===== src/rtl/multi_seq_detector.sv =====
// Multi-channel serial pattern detector.
//
// Each of CHANNELS single-bit serial inputs is compared against its own
// run-time-programmable pattern of 1..MAX_LEN bits. Matching may be overlapping
// or non-overlapping per channel. Each channel produces a registered one-cycle
// hit pulse and keeps a saturating match counter.
//
// Ports:
//   clk_i          clock, all state updates on the rising edge
//   rst_i          asynchronous active-high reset, clears all state
//   enable_i       global sample enable; low freezes every channel
//   din_i          serial input bits, bit c feeds channel c
//   cfg_we_i       configuration write strobe
//   cfg_ch_i       channel being configured (out-of-range writes are ignored)
//   cfg_pattern_i  pattern; bit len-1 is the first bit received, bit 0 the last
//   cfg_len_i      pattern length; 0 or > MAX_LEN disables the channel
//   cfg_overlap_i  1 = overlapping matches allowed
//   cnt_clr_i      synchronous clear of all match counters
//   hit_o          registered one-cycle match pulse per channel
//   hit_any_o      registered OR of the hit bits, aligned with hit_o
//   match_cnt_o    counters, channel c at [c*CNT_W +: CNT_W]
module multi_seq_detector #(
  parameter int unsigned CHANNELS = 4,
  parameter int unsigned MAX_LEN  = 8,
  parameter int unsigned CNT_W    = 8,
  localparam int unsigned CH_W    = (CHANNELS > 1) ? $clog2(CHANNELS) : 1,
  localparam int unsigned LEN_W   = $clog2(MAX_LEN + 1)
) (
  input  logic                      clk_i,
  input  logic                      rst_i,
  input  logic                      enable_i,
  input  logic [CHANNELS-1:0]       din_i,
  input  logic                      cfg_we_i,
  input  logic [CH_W-1:0]           cfg_ch_i,
  input  logic [MAX_LEN-1:0]        cfg_pattern_i,
  input  logic [LEN_W-1:0]          cfg_len_i,
  input  logic                      cfg_overlap_i,
  input  logic                      cnt_clr_i,
  output logic [CHANNELS-1:0]       hit_o,
  output logic                      hit_any_o,
  output logic [CHANNELS*CNT_W-1:0] match_cnt_o
);

  logic [CHANNELS-1:0] hit_next;
  logic                hit_any_q;

  for (genvar c = 0; c < CHANNELS; c++) begin : g_ch
    logic [MAX_LEN-1:0] pattern_q, pattern_d;
    logic [LEN_W-1:0]   len_q, len_d;
    logic               overlap_q, overlap_d;
    // The oldest history bit always shifts out before it can be compared,
    // so only MAX_LEN-1 bits are kept.
    logic [MAX_LEN-2:0] hist_q, hist_d;
    logic [LEN_W-1:0]   fill_q, fill_d;
    logic               hit_q, hit_d;
    logic [CNT_W-1:0]   cnt_q, cnt_d;

    logic [MAX_LEN-1:0] cand;
    logic [MAX_LEN-1:0] mask;
    logic [LEN_W:0]     fill_p1;
    logic               sel;
    logic               len_ok;
    logic               filled;
    logic               match;

    assign sel     = cfg_we_i && (cfg_ch_i == CH_W'(c));
    assign cand    = {hist_q, din_i[c]};
    assign len_ok  = (len_q != '0) && (len_q <= LEN_W'(MAX_LEN));
    assign fill_p1 = {1'b0, fill_q} + (LEN_W + 1)'(1);
    // fill >= len-1, i.e. the candidate holds len bits seen since the last clear
    assign filled  = fill_p1 >= {1'b0, len_q};

    always_comb begin
      mask = '0;
      for (int unsigned b = 0; b < MAX_LEN; b++) begin
        mask[b] = (b < 32'(len_q));
      end
    end

    assign match = len_ok && filled && ((cand & mask) == (pattern_q & mask));

    always_comb begin
      pattern_d = pattern_q;
      len_d     = len_q;
      overlap_d = overlap_q;
      hist_d    = hist_q;
      fill_d    = fill_q;
      hit_d     = 1'b0;
      cnt_d     = cnt_q;

      if (sel) begin
        // This cycle's input bit is dropped; matching restarts from scratch.
        pattern_d = cfg_pattern_i;
        len_d     = cfg_len_i;
        overlap_d = cfg_overlap_i;
        hist_d    = '0;
        fill_d    = '0;
      end else if (enable_i) begin
        hist_d = cand[MAX_LEN-2:0];
        hit_d  = match;
        if (match && !overlap_q) begin
          fill_d = '0;
        end else if (fill_q < LEN_W'(MAX_LEN)) begin
          fill_d = fill_p1[LEN_W-1:0];
        end
      end

      if (cnt_clr_i) begin
        cnt_d = '0;
      end else if (hit_d && (cnt_q != '1)) begin
        cnt_d = cnt_q + CNT_W'(1);
      end
    end

    always_ff @(posedge clk_i or posedge rst_i) begin
      if (rst_i) begin
        pattern_q <= '0;
        len_q     <= '0;
        overlap_q <= 1'b0;
        hist_q    <= '0;
        fill_q    <= '0;
        hit_q     <= 1'b0;
        cnt_q     <= '0;
      end else begin
        pattern_q <= pattern_d;
        len_q     <= len_d;
        overlap_q <= overlap_d;
        hist_q    <= hist_d;
        fill_q    <= fill_d;
        hit_q     <= hit_d;
        cnt_q     <= cnt_d;
      end
    end

    assign hit_next[c]                     = hit_d;
    assign hit_o[c]                        = hit_q;
    assign match_cnt_o[c*CNT_W +: CNT_W]   = cnt_q;
  end

  always_ff @(posedge clk_i or posedge rst_i) begin
    if (rst_i) begin
      hit_any_q <= 1'b0;
    end else begin
      hit_any_q <= |hit_next;
    end
  end

  assign hit_any_o = hit_any_q;

endmodule


===== config.mk =====
export PLATFORM = sky130hd
export DESIGN_NAME = multi_seq_detector
export DESIGN_NICKNAME = d
export VERILOG_FILES = /design/src/rtl/multi_seq_detector.sv
export SDC_FILE = /design/constraint.sdc
export NUM_CORES = 1
export LEC_CHECK = 0
export CAP_MARGIN = 0
export CORE_ASPECT_RATIO = 0.5
export CORE_UTILIZATION = 40
export DETAILED_ROUTE_END_ITERATION = 10
export PLACE_DENSITY = 0.69
export SYNTH_ARGS = -nofsm -noshare
export SYNTH_HDL_FRONTEND = slang
export SYNTH_SLANG_ARGS = --single-unit

===== constraint.sdc =====
create_clock -name clk_i -period 11 [get_ports clk_i]
set_clock_uncertainty 0.05 [all_clocks]
set_input_delay 2.2 -clock clk_i [delete_from_list [all_inputs] [get_ports clk_i]]
set_output_delay 2.2 -clock clk_i [all_outputs]
set_load 0.05 [all_outputs]

## Yosys cells after proc, flatten, opt, wreduce, memory -nomap -nowiden

Index checks and enable logic that the tools add are counted.

| cells by class | value |
|---|---|
| $add $sub $neg | 8 |
| order comparisons | 44 |
| equality and inequality tests | 11 |
| muxes and demuxes | 40 |
| bitwise gates (word level) | 8 |
| reductions and logical operators | 50 |

Operators by type and width:

| kind | number |
|---|---|
| 8-bit bitwise AND | 8 |
| 3-bit by 4-bit < comparator with 1-bit output, first input constant | 16 |
| 4-bit 2-to-1 mux | 16 |
| 8-bit 2-to-1 mux | 8 |
| 7-bit 2-to-1 mux | 8 |
| 8-bit by 1-bit adder with 8-bit output, second input constant | 4 |
| 8-bit equality test | 4 |
| 1-bit by 4-bit < comparator with 1-bit output, first input constant | 8 |
| 2-bit by 4-bit < comparator with 1-bit output, first input constant | 8 |
| 8-bit != test, second input constant | 4 |
| 1-bit logical AND | 24 |
| 4-bit by 1-bit adder with 5-bit output, second input constant | 4 |
| 5-bit by 4-bit greater-or-equal comparator with 1-bit output | 4 |
| 4-bit <= comparator, second input constant | 4 |
| 4-bit < comparator, second input constant | 4 |
| 2-bit nonzero test | 8 |
| 4-bit nonzero test | 4 |
| 3-bit nonzero test | 4 |
| 1-bit 2-to-1 mux | 8 |
| 2-bit AND reduction | 4 |
| 2-bit equality test, second input constant | 2 |
| 1-bit zero test | 4 |
| 4-bit OR reduction | 1 |
| 2-bit by 1-bit equality test with 1-bit output, second input constant | 1 |
| 2-bit zero test | 1 |

| word-level totals | value |
|---|---|
| register bits after elaboration | 133 |
| input port bits | 24 |
| output and inout port bits | 37 |
| word-level logic and storage cells | 190 |

## Logic depth before layout (Yosys ltp)

| logic depth | value |
|---|---|
| word-level depth | 9 |
| gate-level depth with buffers | 10 |
| mapped depth without buffers | 9 |

## Worst setup path before layout

Ideal clock, no wire load.

| timing path | value |
|---|---|
| path type | input -> register |
| from | input din_i[2] |
| to | register g_ch[2].cnt_q[5] |
| setup time | 0.128 ns |
| arrival time | 3.581 ns |
| required time | 10.822 ns |
| slack | 7.242 ns |
| stages on the path | 7 |
| path buffers | 0 |
| cells stage by stage | xnor2_1 o21ai_0 nor4b_2 nand4b_2 nor2_4 nand4_1 mux2_1 |

| on the way | value |
|---|---|
| word-level cells in the longest chain between the ends | 7 |

Ends and longest elaborated chain:

| element | RTL line | source |
|---|---|---|
| start, declared | 32 | `input logic [CHANNELS-1:0] din_i,` |
| 8-bit bitwise AND | 80 | `assign match = len_ok && filled && ((cand & mask) == (pattern_q & mask));` |
| 8-bit equality test | 80 |  |
| 1-bit logical AND | 80 |  |
| 1-bit 2-to-1 mux | 98 | `end else if (enable_i) begin` |
| 1-bit 2-to-1 mux | 91 | `if (sel) begin` |
| 1-bit logical AND | 110 | `end else if (hit_d && (cnt_q != '1)) begin` |
| 2-bit nonzero test (no source line) | -- |  |
| end signal, assigned | 131 | `cnt_q <= cnt_d;` |
| end, declared | 56 | `logic [CNT_W-1:0] cnt_q, cnt_d;` |

Every way passes these cells.
A chain may end at the register's enable or synchronous reset.

## Final worst setup path

| timing path | value |
|---|---|
| from | input cfg_ch_i[1] |
| to | register hit_any_q (netlist: hit_any_o) |

| on the way | value |
|---|---|
| word-level cells in the longest chain between the ends | 4 |
| elaborated cells on any way between the ends | 13 |
| those cells by class | 3 x eq/ne; 4 x mux; 6 x reduce/logical |

Ends and longest elaborated chain:

| element | RTL line | source |
|---|---|---|
| start, declared | 34 | `input logic [CH_W-1:0] cfg_ch_i,` |
| 2-bit equality test | 66 | `assign sel = cfg_we_i && (cfg_ch_i == CH_W'(c));` |
| 1-bit logical AND | 66 |  |
| 1-bit 2-to-1 mux | 91 |  |
| named net g_ch[2].hit_d | 55 | `logic hit_q, hit_d;` |
| 4-bit OR reduction | 144 | `hit_any_q <= \|hit_next;` |
| end signal, assigned | 144 |  |
| end, declared | 45 | `logic hit_any_q;` |

The timed path passes the listed nets, and every way through them passes these cells.

==> load_flow_metrics.sql <==
INSERT INTO impl_metrics (metric_group, metric, value, unit) VALUES
('run_status', 'status', 'completed', ''),
('yosys', 'post-synth-top-area-fraction', '48.1', '%'),
('place', 'buffer_ports.inserted', '60', ''),
('cts', 'cts_num_sinks', '133', ''),
('worst_hold_path', 'min-delay-start', 'g_ch[2].pattern_q[7]', ''),
('die', 'die_width', '188', 'µm'),
('flow_run', 'number_of_maximum_capacitance_violations', '0', ''),
('timing', 'maxSlewViolCount', '0', ''),
('die', 'floorplan.die_area', '17800', 'µm²'),
('detailed_routing', 'drt_wl_total', '15800', 'µm'),
('worst_setup_path', 'data_arrival_time_of_the_critical_path', '4.42', 'ns'),
('worst_setup_path', 'worst_path_largest_cell_delay', '0.85', 'ns'),
('global_routing', 'grt_max_degree', '77', ''),
('yosys', 'synth_async_sr_flop_share', '100', '%'),
('yosys', 'synth_fp_nets', '741', ''),
('worst_setup_path', 'crit_reg_reg_startpoint', 'g_ch[1].fill_q[0]', ''),
('layout', 'fillerInstances', '1483', ''),
('yosys', 'synthAdderAreaFrac', '4.34', '%'),
('die', 'core_area', '16600', 'µm²'),
('yosys', 'synth_most_common_cell', 'dfrtp_1', ''),
('detailed_routing', 'route.top_layer_used', 'met4', ''),
('timing', 'rsz0062_at_grt', 'false', ''),
('layout', 'post_route_cells_drive_above_1_share', '9.83', '%'),
('die', 'start_util', '41.5', '%'),
('layout', 'postLayoutCellArea', '8350', 'µm²'),
('die', 'io_pins', '61', ''),
('detailed_routing', 'drtAntennaViolNets', '0', ''),
('global_routing', 'grt_antenna_before_repair', '1', ''),
('timing', 'report.final.setup_viol', '0', ''),
('timing', 'fmaxAchievable', '239', 'MHz'),
('worst_setup_path', 'crit_path_start_kind', 'input pin', ''),
('timing', 'finalWorstPathRequiredPeriod', '4.19', 'ns'),
('worst_setup_path', 'timing.setup.critical_path_class', 'input pin to flop', ''),
('worst_setup_path', 'crit_buf_inv', '1', ''),
('layout', 'insertedDiodeCount', '0', ''),
('cts', 'tritoncts.num_buffers', '17', ''),
('detailed_routing', 'routed-via-count', '5212', ''),
('worst_setup_path', 'worstSetupEndpointType', 'flop', ''),
('cts', 'cts_resized', '0', ''),
('cts', 'cts_buffer_depth', '2', ''),
('worst_setup_path', 'critPathMaxFanout', '27', ''),
('yosys', 'yosys.area_share.simple', '18.4', '%'),
('yosys', 'compound_gate_fraction_of_synth_area', '9.72', '%'),
('detailed_routing', 'total_met3_wirelength_after_detailed_routing', '801', 'µm'),
('timing', 'tightest_slew', '1.13', 'ns'),
('global_routing', 'global_route.usage.total', '19.0', '%'),
('yosys', 'number_of_synthesized_flops_with_an_enable_pin', '0', ''),
('cts', 'hold_bufs_inserted_after_cts', '0', ''),
('layout', 'final_nets', '798', ''),
('die', 'die_h', '95.0', 'µm'),
('global_routing', 'overflow', '0', ''),
('timing', 'timing.final.crit_share', '38.1', '%'),
('power', 'p_leak', '3.71', 'nW'),
('detailed_routing', 'post_drt_via_cell_ratio', '5.26', ''),
('timing', 'finalHoldViolations', '0', ''),
('yosys', 'netlist_top_cells_count', 'dfrtp_1, nand2_1, nor2_1', ''),
('yosys', 'synthTopCellsByArea', 'dfrtp_1, nand2_1, xnor2_1', ''),
('worst_setup_path', 'crit_path_top_delay_cell', 'nor2_2', ''),
('global_routing', 'global_route_wire_length_before_repair', '26100', 'µm'),
('worst_setup_path', 'critPathCapture', 'hit_any_o', ''),
('worst_setup_path', 'required_arrival_time_at_the_worst_endpoint', '11.23', 'ns'),
('timing', 'slew-limit-headroom', '24.8', '%'),
('place', 'routability_driven_placement_congestion_ratio', '0.797', ''),
('layout', 'layout.core_utilization', '50.2', '%'),
('yosys', 'synth_seq_cells', '133', ''),
('die', 'core.rowCount', '33', ''),
('layout', 'final_cell_count_no_fill', '990', ''),
('detailed_routing', 'dr.pass1.iters', '5', ''),
('yosys', 'mux_share_of_post_synthesis_cell_area', '8.38', '%'),
('worst_setup_path', 'crit_path_cell_trace', 'clkdlybuf4s50_1 > nand2_1 > nor2_2 > nor3b_1 > or4_1', ''),
('layout', 'register_area', '3330', 'µm²');
==> layer usage <==
metal  vias up  global-route usage, %
met4         0                   6.84
li1       2543                      -
met3        19                   4.35
met1      2528                   25.9
met5         -                      0
met2       122                   29.8
==> tightest hold or removal path: cells and delay by family, from the launching register on <==
family        cells  cell delay [ns]
simple gates      2             0.11
flops             1             0.35
==> worst min path at each step <==
stage                                end  slack (ns)  cells after the start
floorplan              g_ch[3].overlap_q        0.41                      2
global placement    g_ch[2].pattern_q[1]        0.43                      2
detailed placement  g_ch[2].pattern_q[3]        0.44                      2
CTS                 g_ch[2].pattern_q[7]        0.45                      2
global route        g_ch[3].pattern_q[0]        0.48                      2
finish              g_ch[2].pattern_q[7]        0.45                      2
==> sequential cells by signal (all words and copies together) (netlist names) <==
signal / flops
g_ch.cnt_q: 32
g_ch.pattern_q: 32
g_ch.hist_q: 28
g_ch.fill_q: 16
g_ch.len_q: 16
g_ch.hit_q: 4
g_ch.overlap_q: 4
hit_any_o: 1
==> metrics by stage <==
step                total power (W)  setup slack, ns  hold slack [ns]
finish                      0.00166             6.81            0.448
global route                0.00176             6.64            0.479
CTS                         0.00167             6.83            0.451
floorplan                  0.000943             5.20            0.414
detailed placement          0.00105             6.41            0.437
global placement            0.00103             6.43            0.430
==> area by class of cell <==
class,count,area share [%]
multi-input combinational,508,40.4
clock inverter,13,2.34
inverter,25,1.15
sequential,133,39.8
clock buffer,19,5.30
timing repair buffer,65,7.58
tap,227,3.40
==> logic make-up (layout without fill, tap and decap cells) <==
| kind of cell | Yosys count | count (layout) |
|---|---|---|
| compound gates | 102 | 102 |
| xor+xnor | 62 | 62 |
| fa+ha+maj | 24 | 24 |
| buf+inv | 52 | 122 |
| flops | 133 | 133 |
| mux | 55 | 55 |
| simple gates | 265 | 265 |
==> report_power, final <==
part | internal, W | switching [W] | total [W]
registers | 0.000567 | 0.0000950 | 0.000662
clock network | 0.000389 | 0.000223 | 0.000612
logic | 0.000181 | 0.000207 | 0.000388
==> cells in the final DEF, fill, tap and decap left out, types with 4 or more instances in the layout <==
cell / instances
dfrtp_1: 133
nand2_1: 89
nor2_1: 69
clkdlybuf4s50_1: 59
xnor2_1: 38
o21ai_0: 36
mux2i_1: 32
nand3_1: 27
inv_1: 24
xor2_1: 24
ha_1: 24
mux2_2: 21
clkbuf_16: 17
nor3_1: 16
a21oi_1: 14
nor2b_1: 10
a211oi_1: 8
a31oi_1: 8
and3_1: 8
nand4_1: 7
nand2b_1: 6
nor4_1: 6
o31ai_1: 5
buf_4: 5
a41oi_1: 4
o22ai_1: 4
bufinv_16: 4
inv_6: 4
Power figures use the tool's default switching activity.
